File: config.mk
export PLATFORM = sky130hd
export DESIGN_NAME = pool_fmap_buffer
export DESIGN_NICKNAME = d
export VERILOG_FILES = /design/src/rtl/pool_fmap_buffer.sv
export SDC_FILE = /design/constraint.sdc
export NUM_CORES = 1
export LEC_CHECK = 0
export BUFFER_PORTS_ARGS = -buffer_cell sky130_fd_sc_hd__buf_2
export CAP_MARGIN = 0
export CORE_ASPECT_RATIO = 0.8
export CORE_UTILIZATION = 35
export CTS_BUF_LIST = sky130_fd_sc_hd__clkbuf_4 sky130_fd_sc_hd__clkbuf_8
export DETAILED_ROUTE_END_ITERATION = 8
export PLACE_DENSITY = 0.5
export SLEW_MARGIN = 20
export SYNTH_ARGS = -nofsm -noshare
export SYNTH_HDL_FRONTEND = slang
export SYNTH_SLANG_ARGS = --single-unit
File: constraint.sdc
create_clock -name clk -period 7.39 [get_ports clk]
set_clock_uncertainty 0.1 [all_clocks]
set_input_delay 1.1085 -clock clk [delete_from_list [all_inputs] [get_ports clk]]
set_output_delay 1.1085 -clock clk [all_outputs]
set_load 0.01 [all_outputs]
File: src/rtl/pool_fmap_buffer.sv
// Purpose: captures the pooled pixel stream into a MAP_W x MAP_H raster memory
//          and serves it to the dense/flatten stage through a synchronous read port.
// Latency: rd_data follows rd_addr by one clock; done/map_ready are registered
//          on the edge that stores the last pixel.
// Backpressure: none; beats arriving when no map is being filled are dropped,
//               and beats arriving after completion raise the sticky overflow flag.
// Ports: clk/rst (async active-low), start (re-arm pulse), in_data/in_valid (pixel stream),
//        rd_addr/rd_data (read port), wr_count, map_ready, done, overflow (status).
module pool_fmap_buffer #(
  parameter int DATA_W = 8,
  parameter int MAP_W  = 13,
  parameter int MAP_H  = 13,
  parameter int ADDR_W = 10
) (
  input  logic              clk,
  input  logic              rst,
  input  logic              start,
  input  logic [DATA_W-1:0] in_data,
  input  logic              in_valid,
  input  logic [ADDR_W-1:0] rd_addr,
  output logic [DATA_W-1:0] rd_data,
  output logic [ADDR_W-1:0] wr_count,
  output logic              map_ready,
  output logic              done,
  output logic              overflow
);

  localparam int              DEPTH   = MAP_W * MAP_H;
  localparam logic [ADDR_W-1:0] DEPTH_A = ADDR_W'(DEPTH);

  typedef enum logic [1:0] {
    IDLE  = 2'd0,
    FILL  = 2'd1,
    READY = 2'd2
  } state_t;

  state_t            state, state_nxt;
  logic [ADDR_W-1:0] cnt_nxt;
  logic              map_ready_nxt;
  logic              done_nxt;
  logic              overflow_nxt;
  logic              wr_en;

  logic [DATA_W-1:0] mem [DEPTH];

  // A start in the same cycle as a beat discards the beat, so it never lands
  // in the freshly armed map.
  assign wr_en = (state == FILL) && in_valid && !start && (wr_count < DEPTH_A);

  always_comb begin
    state_nxt     = state;
    cnt_nxt       = wr_count;
    map_ready_nxt = map_ready;
    done_nxt      = 1'b0;
    overflow_nxt  = overflow;

    if (start) begin
      state_nxt     = FILL;
      cnt_nxt       = '0;
      map_ready_nxt = 1'b0;
      overflow_nxt  = 1'b0;
    end else begin
      case (state)
        IDLE: begin
          // stream is ignored until the buffer is armed
        end
        FILL: begin
          if (wr_en) begin
            cnt_nxt = wr_count + ADDR_W'(1);
            if (cnt_nxt == DEPTH_A) begin
              state_nxt     = READY;
              map_ready_nxt = 1'b1;
              done_nxt      = 1'b1;
            end
          end
        end
        READY: begin
          // map is frozen; count stays saturated at DEPTH
          if (in_valid) begin
            overflow_nxt = 1'b1;
          end
        end
        default: begin
          state_nxt = IDLE;
        end
      endcase
    end
  end

  always_ff @(posedge clk or negedge rst) begin
    if (!rst) begin
      state     <= IDLE;
      wr_count  <= '0;
      map_ready <= 1'b0;
      done      <= 1'b0;
      overflow  <= 1'b0;
    end else begin
      state     <= state_nxt;
      wr_count  <= cnt_nxt;
      map_ready <= map_ready_nxt;
      done      <= done_nxt;
      overflow  <= overflow_nxt;
    end
  end

  // Storage array carries no reset so it maps onto block RAM.
  always_ff @(posedge clk) begin
    if (wr_en) begin
      mem[wr_count] <= in_data;
    end
  end

  // Read happens on the same edge as any write, so a colliding address
  // returns the previous contents.
  always_ff @(posedge clk or negedge rst) begin
    if (!rst) begin
      rd_data <= '0;
    end else if (rd_addr < DEPTH_A) begin
      rd_data <= mem[rd_addr];
    end else begin
      rd_data <= '0;
    end
  end

endmodule
# After elaboration in Yosys (flattened, before gate mapping)

Memories as Yosys holds them, arrays and structs flattened.
Index checks and enable logic that the tools add are counted.

Output and inout port bits: 21
Memories: 1
Register bits: 23
RAM bits: 1352

Add/subtract/negate cells: 1
Reduce and logical (&&, ||, !) cells: 15
Order comparisons: 2
Equal/unequal tests: 6
Mux-type cells: 21

Memories:

| name | words | bits a word | rd ports | clocked after memory_dff | wr ports | line | RTL |
|---|---|---|---|---|---|---|---|
| mem  | 169   | 8           | 1        | 0                        | 1        | 44   | `logic [DATA_W-1:0] mem [DEPTH];` |

Operators with widths:

| cell                                                                   | count |
|---|---|
| 10-bit two-way mux                                                     | 3 |
| 10-bit by 8-bit < comparator with 1-bit output, second input constant  | 2 |
| 1-bit two-way mux                                                      | 13 |
| 10-bit by 1-bit adder with 10-bit output, second input constant        | 1 |
| 10-bit by 8-bit equality test with 1-bit output, second input constant | 1 |
| 2-bit nonzero test                                                     | 5 |
| 8-bit two-way mux                                                      | 1 |
| 2-bit two-way mux                                                      | 3 |
| 3-bit AND reduction                                                    | 2 |
| 2-bit case mux with 2 select lines                                     | 1 |
| 2-bit AND reduction                                                    | 2 |
| 1-bit logical AND                                                      | 3 |
| 3-bit by 2-bit != test with 1-bit output, second input constant        | 1 |
| 3-bit != test, second input constant                                   | 1 |
| 2-bit by 1-bit equality test with 1-bit output, second input constant  | 1 |
| 2-bit equality test, second input constant                             | 1 |
| 2-bit logical NOT                                                      | 1 |
| 2-bit by 1-bit != test with 1-bit output, second input constant        | 1 |
| 2-bit OR reduction                                                     | 1 |
| 1-bit logical NOT                                                      | 1 |

# Longest topological paths before layout

Gate-level depths: netlist of run 1.

Word-level depth: 7
Gate-level depth with buffers: 12
Gate-level depth less buffers: 9

# Worst setup path after synthesis of run 1

OpenSTA, ideal clock, no wires.

Path kind: input-to-reg
From: input start
To: memory mem[115][0] (enable)
Path buffers: 3
Library setup time: 0.370 ns
Cell stages on the path: 7
Arrival time: 3.136 ns
Slack: 3.783 ns
Path through: buf_2 or4_1 clkbuf_1 nor3b_1 nand3_1 clkbuf_1 nor2_1

Longest elaborated chain between the ends: 5

RTL lines:

| element                                 | line | RTL |
|---|---|---|
| start, declared                         | 17   | `input logic start,` |
| 1-bit logical NOT                       | 48   | `assign wr_en = (state == FILL) && in_valid && !start && (wr_count < DEPTH_A);` |
| 1-bit logical AND (2 in a row)          | 48   |  |
| 1-bit two-way mux                       | 108  | `if (wr_en) begin` |
| 1-bit two-way mux (not written as such) | 109  | `mem[wr_count] <= in_data;` |
| end, declared                           | 44   |  |

No other way between the ends.

# Worst setup path after layout of run 1

From: input rd_addr[0]
To: register rd_data[7]

Longest elaborated chain between the ends: 2
Elaborated cells between the ends (all ways): 3
Those cells by class: order compare: 1; mux: 1; memory: 1

RTL lines:

| element                                                                                          | line | RTL |
|---|---|---|
| start, declared                                                                                  | 20   | `input logic [ADDR_W-1:0] rd_addr,` |
| memory read 169 x 8 bit / 10-bit by 8-bit < comparator with 1-bit output (equally long branches) | -    |  |
| 8-bit two-way mux *                                                                              | 118  | `end else if (rd_addr < DEPTH_A) begin` |
| end signal, assigned                                                                             | 119  | `rd_data <= mem[rd_addr];` |
| end, declared                                                                                    | 21   | `output logic [DATA_W-1:0] rd_data,` |

Mark *: on every way between the ends. The rest lies on a longest branch, timed or not.
A chain may end at the register's enable or synchronous reset.

==> run_results.csv, run 1 <==
group,metric,value,unit
placement,place_area,0.05630,mm²
global_route,grt_max_degree,122,
final_layout,finalNetCount,2812,
worst_setup_path,cp.arrival,4.86,ns
clock_network,cts_buffers,206,
power_and_ir_drop,power_frac_seq,0.555,
global_route,grt.total_usage,0.1966,
detailed_routing,wl_met2,70.08,mm
detailed_routing,drt-initial-drc-count,3318,
global_route,grt_pass1_wl,214.5,mm
power_and_ir_drop,power.total,15.46,mW
power_and_ir_drop,p_leak,18.77,nW
placement,dp_hpwl,91.29,mm
sta,rsz0062_at_grt,"no",
worst_setup_path,cpPeakStageDelay,0.68,ns
detailed_routing,dr_total_vias,27560,
clock_network,tritoncts,"built",
final_layout,final_cell_area,0.06025,mm²
clock_network,root_buffer,"clkbuf_8",
worst_setup_path,reg2reg_depth,5,
detailed_routing,viasPerCell,5.553,
worst_setup_path,end_kind,"register",
global_route,antenna_found_initial,7,
worst_setup_path,critical_path_class,"in2reg",
die,io_pins,43,
sta,fin_crit,4.157,ns
die,fp.dieW,440.4,µm
power_and_ir_drop,ir_drop,146.8,µV
sta,slew_headroom,0.1924,
worst_setup_path,worst_setup_path_start_kind,"primary input",
yosys,netlist.area_leader.share,0.7546,
final_layout,final_layout_size_suffix_gt1_frac,0.2551,
flow_run,maxCapViolations,0,
yosys,synth_seq_cells,1375,
clock_network,htreeDepth,4,
yosys,synth-edff-count,1352,
worst_setup_path,cp_max_fo,52,
sta,tns,0,ns
worst_setup_path,crit_cells,9,
worst_setup_path,crit_chain,"buf_8 > buf_4 > nor2b_2 > nand2_1 > o22ai_1 > a2111oi_0 > nor3_1 > o21ai_1 > o21ai_1",
global_route,grt_pass1_vias,27730,
clock_network,cts.clk_slew.worst_paths,0.07,ns
run_status,status,"complete, no violations",
worst_setup_path,cp_slowest_cell,"o21ai_1",
detailed_routing,drt-total-wl,153.2,mm
die,dieArea,0.1553,mm²
die,die_h,352.7,µm
detailed_routing,wl_per_cell,30.86,µm
detailed_routing,first_pass_iters,5,
worst_setup_path,crit_buf_inv,2,
yosys,postSynth.asyncResetShare,0.01673,
yosys,synth.most_common_cell,"edfxtp_1",
clock_network,cts-hold-fix-buffers,0,
power_and_ir_drop,swShare,0.2285,
yosys,postSynthCellCount,2628,
min_path,hp-class,"in2async",
clock_network,cts_resized,0,
worst_setup_path,crit_top_cell,"o21ai_1",
power_and_ir_drop,p_int,11.93,mW
worst_setup_path,critPathRequiredTime,8.09,ns
sta,min_period_over_period,0.5626,
clock_network,clkLatencyLatePin,0.92,ns
worst_setup_path,critical_path.top_delay_family,"compound AO/OA/AOI/OAI gates",
yosys,syn_avg_cell_area,20.47,µm²
detailed_routing,routed-wl-met3,12.08,mm
final_layout,fin_util,0.3952,
sta,worst_slew_pin_slew,1.207,ns
detailed_routing,routedLengthMet1,67.68,mm
sta,setup_viol,0,
sta,slew_viol_final,0,
placement,place_ws,2.278,ns
detailed_routing,drc_errors,0,
yosys,synth-main-ff-cell,"edfxtp_1",
power_and_ir_drop,p_per_area,256.6,mW/mm²
clock_network,postCtsSetupBuffers,0,
die,coreArea,0.1525,mm²
clock_network,clock-sinks,1375,
power_and_ir_drop,pwr-share-comb,0.053,
yosys,synth-seq-area-share,0.7653,
placement,io_buffers,42,
sta,hold_viol,0,
yosys,synth_commonest_cells,"edfxtp_1, mux4_2, nor2_1",
yosys,yosysUniqueCellTypes,58,
placement,gp_congestion,0.8295,
yosys,synthTopCellsByArea,"edfxtp_1, mux4_2, mux2i_1",
sta,max_freq,240.5,MHz
clock_network,clk_path_buf_depth,3,
yosys,synth.net_count,2656,
detailed_routing,routed.top_layer,"met4",
power_and_ir_drop,p_clk_frac,0.392,
die,row_count,128,
power_and_ir_drop,net-switching-power,3.533,mW
die,start_util,0.3529,
global_route,grt_overflow,0,
yosys,yosysWarnings,0,
yosys,syn-cell-area,0.05380,mm²
final_layout,area_delta_synth_final,11.99,%
yosys,synth_area_leader_cell,"edfxtp_1",
detailed_routing,antenna_left,0,
sta,timing.final.ws_setup,3.233,ns
-- placed cells by master, fill, tap and decap left out, drive strengths merged, types with 5 or more instances in the layout --
master,synthesis,routed
ha,6,6
o31ai,7,7
a221oi,14,14
nand3,23,23
o221ai,15,15
o211ai,14,14
clkbuf,63,286
buf,97,108
inv,11,16
mux4,300,300
a211oi,29,29
nor3,13,13
nor3b,5,5
nand2b,8,8
a311oi,6,6
and2,7,7
nor2,204,204
a21oi,35,35
a31oi,7,7
nand4,6,6
mux2,10,10
mux2i,134,134
a22oi,30,30
o21ai,39,39
o22ai,18,18
edfxtp,1352,1352
clkinvlp,0,6
dfrtp,23,23
clkinv,1,70
a2111oi,6,6
nand2,79,79
nor2b,20,20
a22o,6,6
-- registers in the layout (all words and copies together), names as in the netlist --
name and cells:
done 1, map_ready 1, mem 1352, overflow 1, rd_data 8, state 2
wr_count 10
-- power by group through the flow --
stage / Sequential (mW) / Combinational [mW] / Clock (mW)
3_3_place_gp: 8.75 / 0.807 / 0
2_1_floorplan: 8.74 / 0.422 / 0
5_1_grt: 8.58 / 0.851 / 6.48
3_5_place_dp: 8.75 / 0.819 / 0
6_report: 8.58 / 0.814 / 6.06
4_1_cts: 8.58 / 0.820 / 6.18
-- routing by layer --
layer	vias up	global-route usage
met1	14930	0.2852
met3	195	0.04257
met4	0	0.05868
met2	1228	0.2960
li1	11210	-
met5	-	0
-- path summary, 6_finish.rpt --
kind | startpoint | to | slack (ns)
min | rst | rd_data[4] | 0.14
max | rd_addr[0] | rd_data[7] | 3.23
min reg2reg | overflow | overflow | 0.40
max in group asynchronous | rst | rd_data[6] | 6.58
min in group clk | in_valid | overflow | 0.38
max reg2reg | state[1] | mem[101][0] | 3.46
-- through the flow --
| step | hold WS (ns) | std cells |
|---|---|---|
| after floorplan | 0.4073 | 2628 |
| final | 0.1370 | 4963 |
| after CTS | 0.04586 | 4958 |
| after detailed placement | 0.3925 | 4590 |
| after global placement | 0.3792 | 4590 |
| after global routing | 0.1307 | 4962 |
-- cells by family (layout without fill, tap and decap cells) --
group | Yosys count | after routing | synth area share
AO/OA/AOI/OAI | 246 | 246 | 0.03198
XOR/XNOR | 2 | 2 | 0.0003256
adder cells (fa/ha/maj) | 6 | 6 | 0.001395
buffers and inverters | 172 | 488 | 0.01739
flip-flops | 1375 | 1375 | 0.7653
multiplexers | 444 | 444 | 0.1526
other | 0 | 4 | 0
AND/OR/NAND/NOR | 383 | 383 | 0.03102
-- area by class of cell --
class,instances,area [µm²]
Clock inverter,82,446.7
Clock buffer,286,3473
Tap cell,2015,2521
Timing Repair Buffer,108,847.1
Antenna cell,4,10.01
Fill cell,13620,92210
Sequential cell,1375,41170
Multi-Input combinational cell,1081,11740
Inverter,12,45.04
No activity file was read; power rests on OpenSTA's default activity.
==> run 2, diff against run 1 <==
==> constraint.sdc (replaced) <==
create_clock -name clk -period 4.15 [get_ports clk]
set_clock_uncertainty 0.1 [all_clocks]
set_input_delay 0.6225 -clock clk [delete_from_list [all_inputs] [get_ports clk]]
set_output_delay 0.6225 -clock clk [all_outputs]
set_load 0.01 [all_outputs]
==> run 2 against run 1 <==
Compared with the run above: total power grew 77%; die area is the same; sequential share of layout area is 2.4 points lower; clock power grew 75%; utilization rose by 1.4 points.
==> run_results.csv, run 2 (synthesis gave the netlist of run 1 again) <==
group,metric,value,unit
global_route,grt_max_degree,107,
sta,fin_crit,3.284,ns
final_layout,finalNetCount,3083,
worst_setup_path,crit_top_cell,"buf_4",
detailed_routing,viasPerCell,5.417,
detailed_routing,antenna_left,0,
worst_setup_path,worst_setup_path_start_kind,"register",
global_route,grt_pass1_vias,28900,
worst_setup_path,critical_path_class,"reg2reg",
final_layout,largest_reg_flops,1352,
clock_network,tritoncts,"built",
sta,max_freq,304.5,MHz
clock_network,root_buffer,"clkbuf_8",
sta,rsz0062_at_grt,"no",
placement,gp_congestion,0.8423,
power_and_ir_drop,p_per_area,439.2,mW/mm²
global_route,grt_pass1_wl,221.3,mm
worst_setup_path,reg2reg_slack,0.87,ns
placement,dp_hpwl,99.45,mm
final_layout,fillers,13550,
clock_network,clock-sinks,1375,
worst_setup_path,r2r-start,"state[1]",
worst_setup_path,critPathRequiredTime,4.64,ns
clock_network,postCtsSetupBuffers,0,
detailed_routing,dr_total_vias,28370,
final_layout,top_register,"mem",
clock_network,cts_resized,0,
clock_network,clkLatencyLatePin,0.89,ns
sta,min_period_over_period,0.7914,
worst_setup_path,cp-endpoint,"mem[84][1]",
global_route,antenna_found_initial,3,
sta,setup_viol,0,
sta,slew_viol_final,0,
clock_network,cts.clk_slew.worst_paths,0.06,ns
die,dieArea,0.1553,mm²
run_status,status,"complete, no violations",
die,row_count,128,
worst_setup_path,cp.arrival,3.77,ns
global_route,grt.total_usage,0.2018,
worst_setup_path,cp_max_fo,16,
flow_run,maxCapViolations,0,
final_layout,fin_util,0.4096,
clock_network,htreeDepth,4,
power_and_ir_drop,power.total,27.43,mW
final_layout,reg.largest.list,"mem: 1352 flops, wr_count: 10 flops, rd_data: 8 flops",
placement,io_buffers,42,
worst_setup_path,end_kind,"register",
die,die_h,352.7,µm
sta,worst_slew_pin_slew,1.090,ns
min_path,hold_depth,1,
final_layout,layout_commonest_cell,"edfxtp_1",
detailed_routing,drc_errors,0,
worst_setup_path,cp_slowest_cell,"or4_1",
clock_network,cts-hold-fix-buffers,3,
die,fp.dieW,440.4,µm
worst_setup_path,cpPeakStageDelay,0.61,ns
detailed_routing,drt-total-wl,157.0,mm
global_route,grt_overflow,0,
min_path,hp-class,"in2reg",
power_and_ir_drop,ir_drop,247.1,µV
final_layout,mostFrequentLayoutCells,"edfxtp_1, buf_4, mux4_2",
final_layout,final_layout_size_suffix_gt1_frac,0.3146,
worst_setup_path,reg2reg_to,"mem[84][1]",
detailed_routing,first_pass_iters,6,
worst_setup_path,cp-startpoint,"state[1]",
worst_setup_path,crit_chain,"nand2b_1 > or4_1 > nor3b_1 > buf_4 > nand2_1 > nor2_1 > buf_4",
clock_network,clk_path_buf_depth,3,
final_layout,area_delta_synth_final,16.07,%
sta,hold_viol,0,
die,io_pins,43,
detailed_routing,wl_per_cell,29.97,µm
worst_setup_path,reg2reg_depth,7,
sta,slew_headroom,0.2733,
die,start_util,0.3529,
detailed_routing,drt-initial-drc-count,3175,
clock_network,cts_buffers,203,
die,coreArea,0.1525,mm²
power_and_ir_drop,p_leak,20.28,nW
## run 2: cell count changes in the layout (fill, tap and decap cells not counted), sizes merged
cell         previous run  this run
buf                   108       379
bufinv                  2         1
clkbuf                286       273
clkinv                 70        85
clkinvlp                6         2
diode                   4         3
dlygate4sd3             0         3
inv                    16        21
## run 2: final cells by class
type                       instances  area, µm²  area share
antenna                            3      7.507   0.0001202
clock buffer                     273       3357     0.05376
clock inverter                    97      483.0    0.007734
inverter                          12      45.04   0.0007213
multi-input combinational       1081      11730      0.1878
sequential                      1375      41170      0.6593
tap                             2015       2521     0.04037
timing repair buffer             382       3133     0.05017
## run 2: routing by layer
layer | global-route usage | up-vias | share of wire
met4 | 0.05604 | 0 | 0.020
met3 | 0.03735 | 198 | 0.073
li1 | - | 11750 | -
met5 | 0 | - | 0
met2 | 0.3075 | 1238 | 0.46
met1 | 0.2955 | 15180 | 0.44
## run 2: worst min-delay path by stage
| stage | slack, ns | from | end |
|---|---|---|---|
| floorplan | 0.23 | rst | done |
| global placement | 0.37 | overflow | overflow |
| detailed placement | 0.40 | overflow | overflow |
| CTS | 0.03 | rd_addr[7] | rd_data[4] |
| global route | 0.11 | rd_addr[7] | rd_data[3] |
| finish | 0.12 | in_data[5] | mem[134][5] |
## run 2: through the flow
step / setup WS, ns / hold WS (ns) / cell area (µm²) / cells / TNS [ns]
2_1_floorplan: 1.029 / 0.2269 / 53800 / 2628 / 0
3_3_place_gp: 0.008476 / 0.3731 / 58560 / 4862 / 0
3_5_place_dp: -0.004123 / 0.4032 / 58560 / 4862 / -0.004123
4_1_cts: 0.9164 / 0.03244 / 62430 / 5235 / 0
5_1_grt: 0.7001 / 0.1089 / 62440 / 5237 / 0
6_report: 0.8656 / 0.1154 / 62450 / 5238 / 0
## run 2: worst max-delay path, delay by kind of cell, from the launching register on
kind	cells	cell delay [ns]
and+or+nand+nor	5	2.02
buffers and inverters	2	0.42
DFF	1	0.40
## run 2: report_power, final
group / internal, mW / switching (mW) / leakage, nW
clock network: 5.32 / 5.27 / 2.04
registers: 15.3 / 0.0168 / 12.5
logic: 0.529 / 1.03 / 5.77
total: 21.1 / 6.32 / 20.3
